==> src/rtl/idu_pipe_stage_if.sv <==
// idu_pipe_stage_if: IFU-side handshake, EXU-side decoded bundle and stats of the decode stage
interface idu_pipe_stage_if;
  logic        in_valid, in_ready, flush, out_valid, out_ready;
  logic [31:0] in_inst, in_pc, out_pc, out_imm, dec_count;
  logic [4:0]  out_rs1, out_rs2, out_rd;
  logic [3:0]  out_alu_func, out_mem_op;
  logic [2:0]  out_mdu_func, out_branch_type;
  logic [1:0]  out_w_sel;
  logic        out_mdu_en, out_alu_a_sel, out_alu_b_sel, out_w_en, out_jump, out_is_jal, out_is_jalr;
  logic        out_mem_en, out_illegal, out_ecall, out_ebreak;
  modport slave (
    input  in_valid, in_inst, in_pc, flush, out_ready,
    output in_ready, out_valid, out_pc, out_imm, dec_count, out_rs1, out_rs2, out_rd,
           out_alu_func, out_mem_op, out_mdu_func, out_branch_type, out_w_sel, out_mdu_en,
           out_alu_a_sel, out_alu_b_sel, out_w_en, out_jump, out_is_jal, out_is_jalr,
           out_mem_en, out_illegal, out_ecall, out_ebreak
  );
  modport master (
    output in_valid, in_inst, in_pc, flush, out_ready,
    input  in_ready, out_valid, out_pc, out_imm, dec_count, out_rs1, out_rs2, out_rd,
           out_alu_func, out_mem_op, out_mdu_func, out_branch_type, out_w_sel, out_mdu_en,
           out_alu_a_sel, out_alu_b_sel, out_w_en, out_jump, out_is_jal, out_is_jalr,
           out_mem_en, out_illegal, out_ecall, out_ebreak
  );
endinterface

==> src/rtl/idu_pipe_stage.sv <==
// idu_pipe_stage: registered RV32I/E(+M) decode stage with output register and one skid entry
module idu_pipe_stage #(
  parameter int NREG   = 32,
  parameter bit EN_M   = 1'b0,
  parameter bit EN_SYS = 1'b1
) (
  input logic         clk,
  input logic         rst_n,
  idu_pipe_stage_if.slave bus
);
  typedef struct packed {
    logic [31:0] pc, imm;
    logic [4:0]  rs1, rs2, rd;
    logic [3:0]  alu_func, mem_op;
    logic [2:0]  mdu_func, branch_type;
    logic [1:0]  w_sel;
    logic        mdu_en, a_sel, b_sel, w_en, jump, is_jal, is_jalr, mem_en, illegal, ecall, ebreak;
  } bundle_t;
  localparam logic [6:0] OP_LUI = 7'h37, OP_AUIPC = 7'h17, OP_JAL = 7'h6f, OP_JALR = 7'h67;
  localparam logic [6:0] OP_BR = 7'h63, OP_LD = 7'h03, OP_ST = 7'h23, OP_IMM = 7'h13;
  localparam logic [6:0] OP_REG = 7'h33, OP_FENCE = 7'h0f, OP_SYS = 7'h73;
  localparam logic [5:0] NR = 6'(NREG);
  logic [31:0] i, i_imm, s_imm, b_imm, u_imm, j_imm, cnt;
  logic [6:0]  op, f7;
  logic [2:0]  f3;
  logic        use_rd, use_rs1, use_rs2, bad, acc, pop, o_v, s_v;
  bundle_t     d, o, s;
  assign i     = bus.in_inst;
  assign op    = i[6:0];
  assign f3    = i[14:12];
  assign f7    = i[31:25];
  assign i_imm = {{20{i[31]}}, i[31:20]};
  assign s_imm = {{20{i[31]}}, i[31:25], i[11:7]};
  assign b_imm = {{19{i[31]}}, i[31], i[7], i[30:25], i[11:8], 1'b0};
  assign u_imm = {i[31:12], 12'b0};
  assign j_imm = {{11{i[31]}}, i[31], i[19:12], i[20], i[30:21], 1'b0};
  always_comb begin
    d = '0;
    d.pc = bus.in_pc;
    d.rs1 = i[19:15];
    d.rs2 = i[24:20];
    d.rd = i[11:7];
    bad = 1'b0;
    use_rd = 1'b0;
    use_rs1 = 1'b0;
    use_rs2 = 1'b0;
    case (op)
      OP_LUI: begin
        use_rd = 1'b1; d.imm = u_imm; d.alu_func = 4'd14; d.b_sel = 1'b1; d.w_sel = 2'b10;
      end
      OP_AUIPC: begin
        use_rd = 1'b1; d.imm = u_imm; d.a_sel = 1'b1; d.b_sel = 1'b1; d.w_sel = 2'b10;
      end
      OP_JAL: begin
        use_rd = 1'b1; d.imm = j_imm; d.a_sel = 1'b1; d.b_sel = 1'b1; d.w_sel = 2'b01;
        d.jump = 1'b1; d.is_jal = 1'b1;
      end
      OP_JALR: begin
        use_rd = 1'b1; use_rs1 = 1'b1; d.imm = i_imm; d.b_sel = 1'b1; d.w_sel = 2'b01;
        d.jump = 1'b1; d.is_jalr = 1'b1; bad = f3 != 3'd0;
      end
      OP_BR: begin
        use_rs1 = 1'b1; use_rs2 = 1'b1; d.imm = b_imm;
        d.branch_type = f3[2] ? f3 - 3'd1 : f3 + 3'd1;
        bad = f3[2:1] == 2'b01;
      end
      OP_LD: begin
        use_rd = 1'b1; use_rs1 = 1'b1; d.imm = i_imm; d.b_sel = 1'b1; d.w_sel = 2'b11;
        d.mem_en = 1'b1; d.mem_op = {1'b0, ~f3[2], f3[1:0]};
        bad = f3[1] & (f3[0] | f3[2]);
      end
      OP_ST: begin
        use_rs1 = 1'b1; use_rs2 = 1'b1; d.imm = s_imm; d.b_sel = 1'b1;
        d.mem_en = 1'b1; d.mem_op = {2'b10, f3[1:0]};
        bad = f3[2] | (f3[1] & f3[0]);
      end
      OP_IMM: begin
        use_rd = 1'b1; use_rs1 = 1'b1; d.imm = i_imm; d.b_sel = 1'b1; d.w_sel = 2'b10;
        d.alu_func = {f7[5] & (f3 == 3'd5), f3};
        bad = (f3 == 3'd1 && f7 != 7'h00) || (f3 == 3'd5 && f7 != 7'h00 && f7 != 7'h20);
      end
      OP_REG: begin
        use_rd = 1'b1; use_rs1 = 1'b1; use_rs2 = 1'b1; d.w_sel = 2'b10;
        d.mdu_en = f7 == 7'h01;
        d.mdu_func = f3;
        d.alu_func = d.mdu_en ? 4'd0 : {f7[5], f3};
        bad = d.mdu_en ? !EN_M : !(f7 == 7'h00 || (f7 == 7'h20 && (f3 == 3'd0 || f3 == 3'd5)));
      end
      OP_FENCE: bad = f3 != 3'd0;
      OP_SYS: begin
        d.ecall = EN_SYS && i == 32'h0000_0073;
        d.ebreak = EN_SYS && i == 32'h0010_0073;
        bad = !(d.ecall || d.ebreak);
      end
      default: bad = 1'b1;
    endcase
    if ((use_rd && {1'b0, d.rd} >= NR) || (use_rs1 && {1'b0, d.rs1} >= NR) || (use_rs2 && {1'b0, d.rs2} >= NR))
      bad = 1'b1;
    d.illegal = bad;
    d.w_en = use_rd && d.rd != 5'd0 && !bad;
    if (bad) begin
      d.mem_en = 1'b0; d.mem_op = 4'd0; d.jump = 1'b0; d.is_jal = 1'b0; d.is_jalr = 1'b0;
      d.branch_type = 3'd0; d.mdu_en = 1'b0; d.ecall = 1'b0; d.ebreak = 1'b0;
    end
  end
  assign acc = bus.in_valid && !s_v;
  assign pop = o_v && bus.out_ready;
  // in_ready comes straight from the skid flop, so out_ready never reaches it combinationally
  always_ff @(posedge clk or negedge rst_n) begin
    if (!rst_n) begin
      o_v <= 1'b0;
      s_v <= 1'b0;
      o <= '0;
      s <= '0;
      cnt <= '0;
    end else begin
      cnt <= cnt + {31'b0, pop};
      if (bus.flush) begin
        o_v <= 1'b0;
        s_v <= 1'b0;
      end else if (pop || !o_v) begin
        if (s_v) begin
          o <= s;
          s_v <= 1'b0;
        end else begin
          o_v <= acc;
          if (acc) o <= d;
        end
      end else if (acc) begin
        s <= d;
        s_v <= 1'b1;
      end
    end
  end
  assign bus.in_ready        = !s_v;
  assign bus.out_valid       = o_v;
  assign bus.dec_count       = cnt;
  assign bus.out_pc          = o.pc;
  assign bus.out_imm         = o.imm;
  assign bus.out_rs1         = o.rs1;
  assign bus.out_rs2         = o.rs2;
  assign bus.out_rd          = o.rd;
  assign bus.out_alu_func    = o.alu_func;
  assign bus.out_mem_op      = o.mem_op;
  assign bus.out_mdu_func    = o.mdu_func;
  assign bus.out_branch_type = o.branch_type;
  assign bus.out_w_sel       = o.w_sel;
  assign bus.out_mdu_en      = o.mdu_en;
  assign bus.out_alu_a_sel   = o.a_sel;
  assign bus.out_alu_b_sel   = o.b_sel;
  assign bus.out_w_en        = o.w_en;
  assign bus.out_jump        = o.jump;
  assign bus.out_is_jal      = o.is_jal;
  assign bus.out_is_jalr     = o.is_jalr;
  assign bus.out_mem_en      = o.mem_en;
  assign bus.out_illegal     = o.illegal;
  assign bus.out_ecall       = o.ecall;
  assign bus.out_ebreak      = o.ebreak;
endmodule
==> src/flat_wrapper.sv <==
// flat-port wrapper written by rule: the top's interface ports become plain ports
module idu_pipe_stage_flat 
#(
  parameter int NREG   = 32,
  parameter bit EN_M   = 1'b0,
  parameter bit EN_SYS = 1'b1
)
  (clk, rst_n, bus_in_valid, bus_in_inst, bus_in_pc, bus_flush, bus_out_ready, bus_in_ready, bus_out_valid, bus_out_pc, bus_out_imm, bus_dec_count, bus_out_rs1, bus_out_rs2, bus_out_rd, bus_out_alu_func, bus_out_mem_op, bus_out_mdu_func, bus_out_branch_type, bus_out_w_sel, bus_out_mdu_en, bus_out_alu_a_sel, bus_out_alu_b_sel, bus_out_w_en, bus_out_jump, bus_out_is_jal, bus_out_is_jalr, bus_out_mem_en, bus_out_illegal, bus_out_ecall, bus_out_ebreak);
  idu_pipe_stage_if bus_i ();
  input logic clk;
  input logic rst_n;
  input wire logic [$bits(bus_i.in_valid)-1:0] bus_in_valid;
  input wire logic [$bits(bus_i.in_inst)-1:0] bus_in_inst;
  input wire logic [$bits(bus_i.in_pc)-1:0] bus_in_pc;
  input wire logic [$bits(bus_i.flush)-1:0] bus_flush;
  input wire logic [$bits(bus_i.out_ready)-1:0] bus_out_ready;
  output wire logic [$bits(bus_i.in_ready)-1:0] bus_in_ready;
  output wire logic [$bits(bus_i.out_valid)-1:0] bus_out_valid;
  output wire logic [$bits(bus_i.out_pc)-1:0] bus_out_pc;
  output wire logic [$bits(bus_i.out_imm)-1:0] bus_out_imm;
  output wire logic [$bits(bus_i.dec_count)-1:0] bus_dec_count;
  output wire logic [$bits(bus_i.out_rs1)-1:0] bus_out_rs1;
  output wire logic [$bits(bus_i.out_rs2)-1:0] bus_out_rs2;
  output wire logic [$bits(bus_i.out_rd)-1:0] bus_out_rd;
  output wire logic [$bits(bus_i.out_alu_func)-1:0] bus_out_alu_func;
  output wire logic [$bits(bus_i.out_mem_op)-1:0] bus_out_mem_op;
  output wire logic [$bits(bus_i.out_mdu_func)-1:0] bus_out_mdu_func;
  output wire logic [$bits(bus_i.out_branch_type)-1:0] bus_out_branch_type;
  output wire logic [$bits(bus_i.out_w_sel)-1:0] bus_out_w_sel;
  output wire logic [$bits(bus_i.out_mdu_en)-1:0] bus_out_mdu_en;
  output wire logic [$bits(bus_i.out_alu_a_sel)-1:0] bus_out_alu_a_sel;
  output wire logic [$bits(bus_i.out_alu_b_sel)-1:0] bus_out_alu_b_sel;
  output wire logic [$bits(bus_i.out_w_en)-1:0] bus_out_w_en;
  output wire logic [$bits(bus_i.out_jump)-1:0] bus_out_jump;
  output wire logic [$bits(bus_i.out_is_jal)-1:0] bus_out_is_jal;
  output wire logic [$bits(bus_i.out_is_jalr)-1:0] bus_out_is_jalr;
  output wire logic [$bits(bus_i.out_mem_en)-1:0] bus_out_mem_en;
  output wire logic [$bits(bus_i.out_illegal)-1:0] bus_out_illegal;
  output wire logic [$bits(bus_i.out_ecall)-1:0] bus_out_ecall;
  output wire logic [$bits(bus_i.out_ebreak)-1:0] bus_out_ebreak;
  assign bus_i.in_valid = bus_in_valid;
  assign bus_i.in_inst = bus_in_inst;
  assign bus_i.in_pc = bus_in_pc;
  assign bus_i.flush = bus_flush;
  assign bus_i.out_ready = bus_out_ready;
  assign bus_in_ready = bus_i.in_ready;
  assign bus_out_valid = bus_i.out_valid;
  assign bus_out_pc = bus_i.out_pc;
  assign bus_out_imm = bus_i.out_imm;
  assign bus_dec_count = bus_i.dec_count;
  assign bus_out_rs1 = bus_i.out_rs1;
  assign bus_out_rs2 = bus_i.out_rs2;
  assign bus_out_rd = bus_i.out_rd;
  assign bus_out_alu_func = bus_i.out_alu_func;
  assign bus_out_mem_op = bus_i.out_mem_op;
  assign bus_out_mdu_func = bus_i.out_mdu_func;
  assign bus_out_branch_type = bus_i.out_branch_type;
  assign bus_out_w_sel = bus_i.out_w_sel;
  assign bus_out_mdu_en = bus_i.out_mdu_en;
  assign bus_out_alu_a_sel = bus_i.out_alu_a_sel;
  assign bus_out_alu_b_sel = bus_i.out_alu_b_sel;
  assign bus_out_w_en = bus_i.out_w_en;
  assign bus_out_jump = bus_i.out_jump;
  assign bus_out_is_jal = bus_i.out_is_jal;
  assign bus_out_is_jalr = bus_i.out_is_jalr;
  assign bus_out_mem_en = bus_i.out_mem_en;
  assign bus_out_illegal = bus_i.out_illegal;
  assign bus_out_ecall = bus_i.out_ecall;
  assign bus_out_ebreak = bus_i.out_ebreak;
  idu_pipe_stage #(.NREG(NREG), .EN_M(EN_M), .EN_SYS(EN_SYS)) u_core (.clk(clk), .rst_n(rst_n), .bus(bus_i));
endmodule
==> config.mk <==
export PLATFORM = sky130hd
export DESIGN_NAME = idu_pipe_stage_flat
export DESIGN_NICKNAME = d
export VERILOG_FILES = /design/src/rtl/idu_pipe_stage_if.sv /design/src/rtl/idu_pipe_stage.sv /design/src/flat_wrapper.sv
export SDC_FILE = /design/constraint.sdc
export NUM_CORES = 1
export LEC_CHECK = 0
export CORE_MARGIN = 2
export CORE_UTILIZATION = 50
export CTS_BUF_LIST = sky130_fd_sc_hd__clkbuf_8
export CTS_CLUSTER_SIZE = 20
export DETAILED_ROUTE_END_ITERATION = 6
export HOLD_SLACK_MARGIN = 0.06
export PLACE_DENSITY = 0.75
export SLEW_MARGIN = 20
export SYNTH_ARGS = -nofsm -noshare
export SYNTH_HDL_FRONTEND = slang
export SYNTH_SLANG_ARGS = --single-unit
==> constraint.sdc <==
create_clock -name clk -period 4.8 [get_ports clk]
set_input_delay 0.48 -clock clk [delete_from_list [all_inputs] [get_ports clk]]
set_output_delay 0.48 -clock clk [all_outputs]
set_load 0.02 [all_outputs]
==> impl_metrics.yaml <==
synth:
  synth_top_area_frac: 0.555
  synth_seq_cells: 246
  yosys.area.top_type: "dfrtp_1"
  synth_flop_cell: "dfrtp_1"
  synthDistinctLibCells: 60
  synthCells: 1037
  avgSynthCellArea_um2: 10.7
  synth_warnings: 0
  async_flop_share: 1.00
  yosysSeqAreaShare: 0.555
  syn_area_um2: 11100
  syn_nets: 1111
  synth_edf_count: 0
  ys_top_cells_by_area: "dfrtp_1 55%, mux2_2 6.8%, o21ai_0 6.4%"
critical_path:
  path_max_fanout: 77
  start_kind: "register"
  path_buf_inv: 2
  cpPeakStageDelay_ns: 0.99
  worstPathCellList: "clkinv_1 -> clkdlybuf4s50_1"
  cp_data_arrival_time_ns: 2.70
  cp.required_ns: 4.32
  crit_slowest_cell: "dfrtp_4"
  critPathKind: "reg -> out"
  crit_family: "buffers and inverters"
  cp-end-kind: "primary output"
place:
  io_buffers: 208
  placed_area_um2: 13200
  routabilityCongestion: 0.877
  pre_cts_ws_ns: 1.36
  hpwl_um: 17900
timing:
  clock_skew_ns: 0.0115
  maxSlewViolCount: 0
  timing_hold_violations_final: 0
  fmax_mhz: 315
  post-route-min-period_ns: 3.18
  maxSlewHeadroom: 0.384
  hold_ws_ns: 0.469
  layout_setup_ws_ns: 1.62
  timing.final.crit_share: 0.662
  tightestPinTransition_ns: 0.922
  final-setup-viol-count: 0
  setup_tns_ns: 0
  rsz0062_at_grt: "false"
routing:
  drc: 0
  detail-route-antenna-nets: 0
  drt_wl_total_um: 27100
  dr.pass1.iters: 5
  drt_iter0_drc: 606
  dr_total_vias: 8452
  wl_per_cell_um: 17.7
  via_per_inst: 5.51
pwr:
  power_density_nw_per_um2: 363
  p_clk_frac: 0.365
  switchingPower_w: 0.00138
  power_frac_comb: 0.160
  total_power_w: 0.00513
  vdd_drop_max_mv: 0.291
  power_frac_seq: 0.476
  power.leakage_nw: 6.12
  cellInternalPower_w: 0.00375
  p_sw_frac: 0.269
floorplan:
  num_rows: 54
  initial_core_util: 0.508
  core-area_um2: 21800
  fp.dieH_um: 153
  die_w_um: 153
  io_pins: 209
  die-area_um2: 23400
clock_tree:
  ctsHtreeMaxLevel: 2
  cts_root_buffer: "clkbuf_8"
  clk_transition_reported_paths_ns: 0.06
  clockBufferDepth: 3
  tritoncts: "done"
  cts_made_buffers: 42
  clock_sinks: 246
  insertion_delay_ns: 0.52
grt:
  grt_pass1_vias: 8444
  grt_max_degree: 113
  grt_pass1_wl_um: 44500
  track_usage: 0.232
  grt_remaining_overflow: 0
  grt_antenna_before_repair: 0
job:
  drv_cap: 0
min_path:
  hold_path.class: "reg -> reg"
cells_and_area:
  final_area_um2: 14100
  antennaDiodeCount: 0
  final_nets: 1298
  drive_gt1_frac: 0.127
  areaGrowthSynthToFinish_pct: 27.3
run_status:
  outcome: "finished, final reports clean"
per-layer routing:
| metal | track usage | up-vias | part of all wire |
|---|---|---|---|
| met5 | 0 | - | 0 |
| li1 | - | 4036 | - |
| met3 | 0.0508 | 45 | 0.064 |
| met2 | 0.369 | 292 | 0.47 |
| met1 | 0.320 | 4079 | 0.44 |
| met4 | 0.0763 | 0 | 0.024 |
final timing paths:
| path | from | endpoint | slack (ns) | cells past startpoint |
|---|---|---|---|---|
| max | u_core.s_v | bus_in_ready | 1.62 | 2 |
| max in group asynchronous | rst_n | u_core.s[61] | 3.16 | 3 |
| max reg2reg | u_core.s_v | u_core.s[37] | 1.64 | 5 |
| min in group asynchronous | rst_n | u_core.bus.dec_count[13] | 0.57 | 2 |
| min reg2reg | u_core.s[22] | u_core.s[22] | 0.47 | 2 |
| min | u_core.s[22] | u_core.s[22] | 0.47 | 2 |
tightest hold or removal path, stage by stage (launching register included):
cell and delay, ns:
dfrtp_1 0.33, nand2_1 0.05, o31ai_1 0.05
cells in the mapped netlist, drive strengths merged, types with 2 or more instances:
cell type  number
nand3          22
o21ai         143
nand2         171
nor4            5
and4bb          2
a21oi          57
nand2b          5
o31ai          12
o21a           11
mux2i          51
nor2b           3
and3           30
nor3            9
a22oi           4
dfrtp         246
and2            4
nand3b          2
mux2           67
and4            2
a32oi           3
o41ai           5
inv             8
nand4          11
clkbuf         57
nor2           22
xor2            7
o211ai         10
o22ai           3
or4             2
buf            16
or3             3
ha              5
xnor2          24
metrics by stage:
| step | utilization | std cells |
|---|---|---|
| 4_1_cts | 0.646 | 1533 |
| 2_1_floorplan | - | 1037 |
| 6_report | 0.647 | 1534 |
| 5_1_grt | 0.647 | 1534 |
| 3_5_place_dp | 0.606 | 1458 |
| 3_3_place_gp | 0.606 | 1458 |
state kept, by name, indices dropped and copies added, names as in the netlist, 2 cells and up:
signal                      cells
u_core.bus.dec_count           32
u_core.bus.out_alu_func         4
u_core.bus.out_branch_type      3
u_core.bus.out_imm             32
u_core.bus.out_mdu_func         3
u_core.bus.out_mem_op           4
u_core.bus.out_pc              32
u_core.bus.out_rd               5
u_core.bus.out_rs1              5
u_core.bus.out_rs2              5
u_core.bus.out_w_sel            2
u_core.s                      106
placed cells by master (no fill, tap or decap), types with 7 or more instances in the layout:
cell type	synthesis	layout
a21oi_1	57	57
nand4_1	11	11
nand2_1	171	171
nand3_1	22	22
o21ai_0	141	141
nor2_1	22	22
o21a_1	11	11
xnor2_1	24	24
o31ai_1	8	8
clkbuf_8	7	57
dfrtp_1	246	245
nor3_1	9	8
and3_1	29	29
inv_1	8	21
mux2i_1	51	51
mux2_2	67	67
clkdlybuf4s50_1	0	207
xor2_1	7	7
o211ai_1	9	9
power by group through the flow:
| stage | sequential [W] | clock, W | combinational [W] |
|---|---|---|---|
| 6_report | 0.00244 | 0.00187 | 0.000820 |
| 3_5_place_dp | 0.00247 | 0 | 0.000823 |
| 2_1_floorplan | 0.00258 | 0 | 0.000290 |
| 3_3_place_gp | 0.00246 | 0 | 0.000804 |
| 5_1_grt | 0.00247 | 0.00202 | 0.000887 |
| 4_1_cts | 0.00244 | 0.00192 | 0.000826 |
cells by family (layout without fill, tap and decap cells):
logic type | Yosys count | after routing | share of synthesized area
and+or+nand+nor | 297 | 297 | 0.125
AOI/OAI and AO/OA | 258 | 258 | 0.138
DFF | 246 | 246 | 0.555
muxes | 118 | 118 | 0.114
buffers and inverters | 82 | 299 | 0.0380
xor gates and xnor gates | 31 | 31 | 0.0245
adders and majority gates | 5 | 5 | 0.00564
repair_timing:
action | 4_1_cts | 5_1_grt
buffers inserted | 0 | 0
endpoints found under the setup margin | 0 | 0
gates resized for setup | 0 | 0
hold buffers | 1 | 0
hold endpoints to repair | 101 | 0
final cells by class:
type / instances / area (µm²)
sequential: 246 / 6160
clock buffer: 57 / 785
fill: 1771 / 7700
timing repair buffer: 216 / 2190
tap: 280 / 350
inverter: 9 / 33.8
multi-input combinational: 709 / 4530
clock inverter: 17 / 71.3
Power figures use the tool's default switching activity.
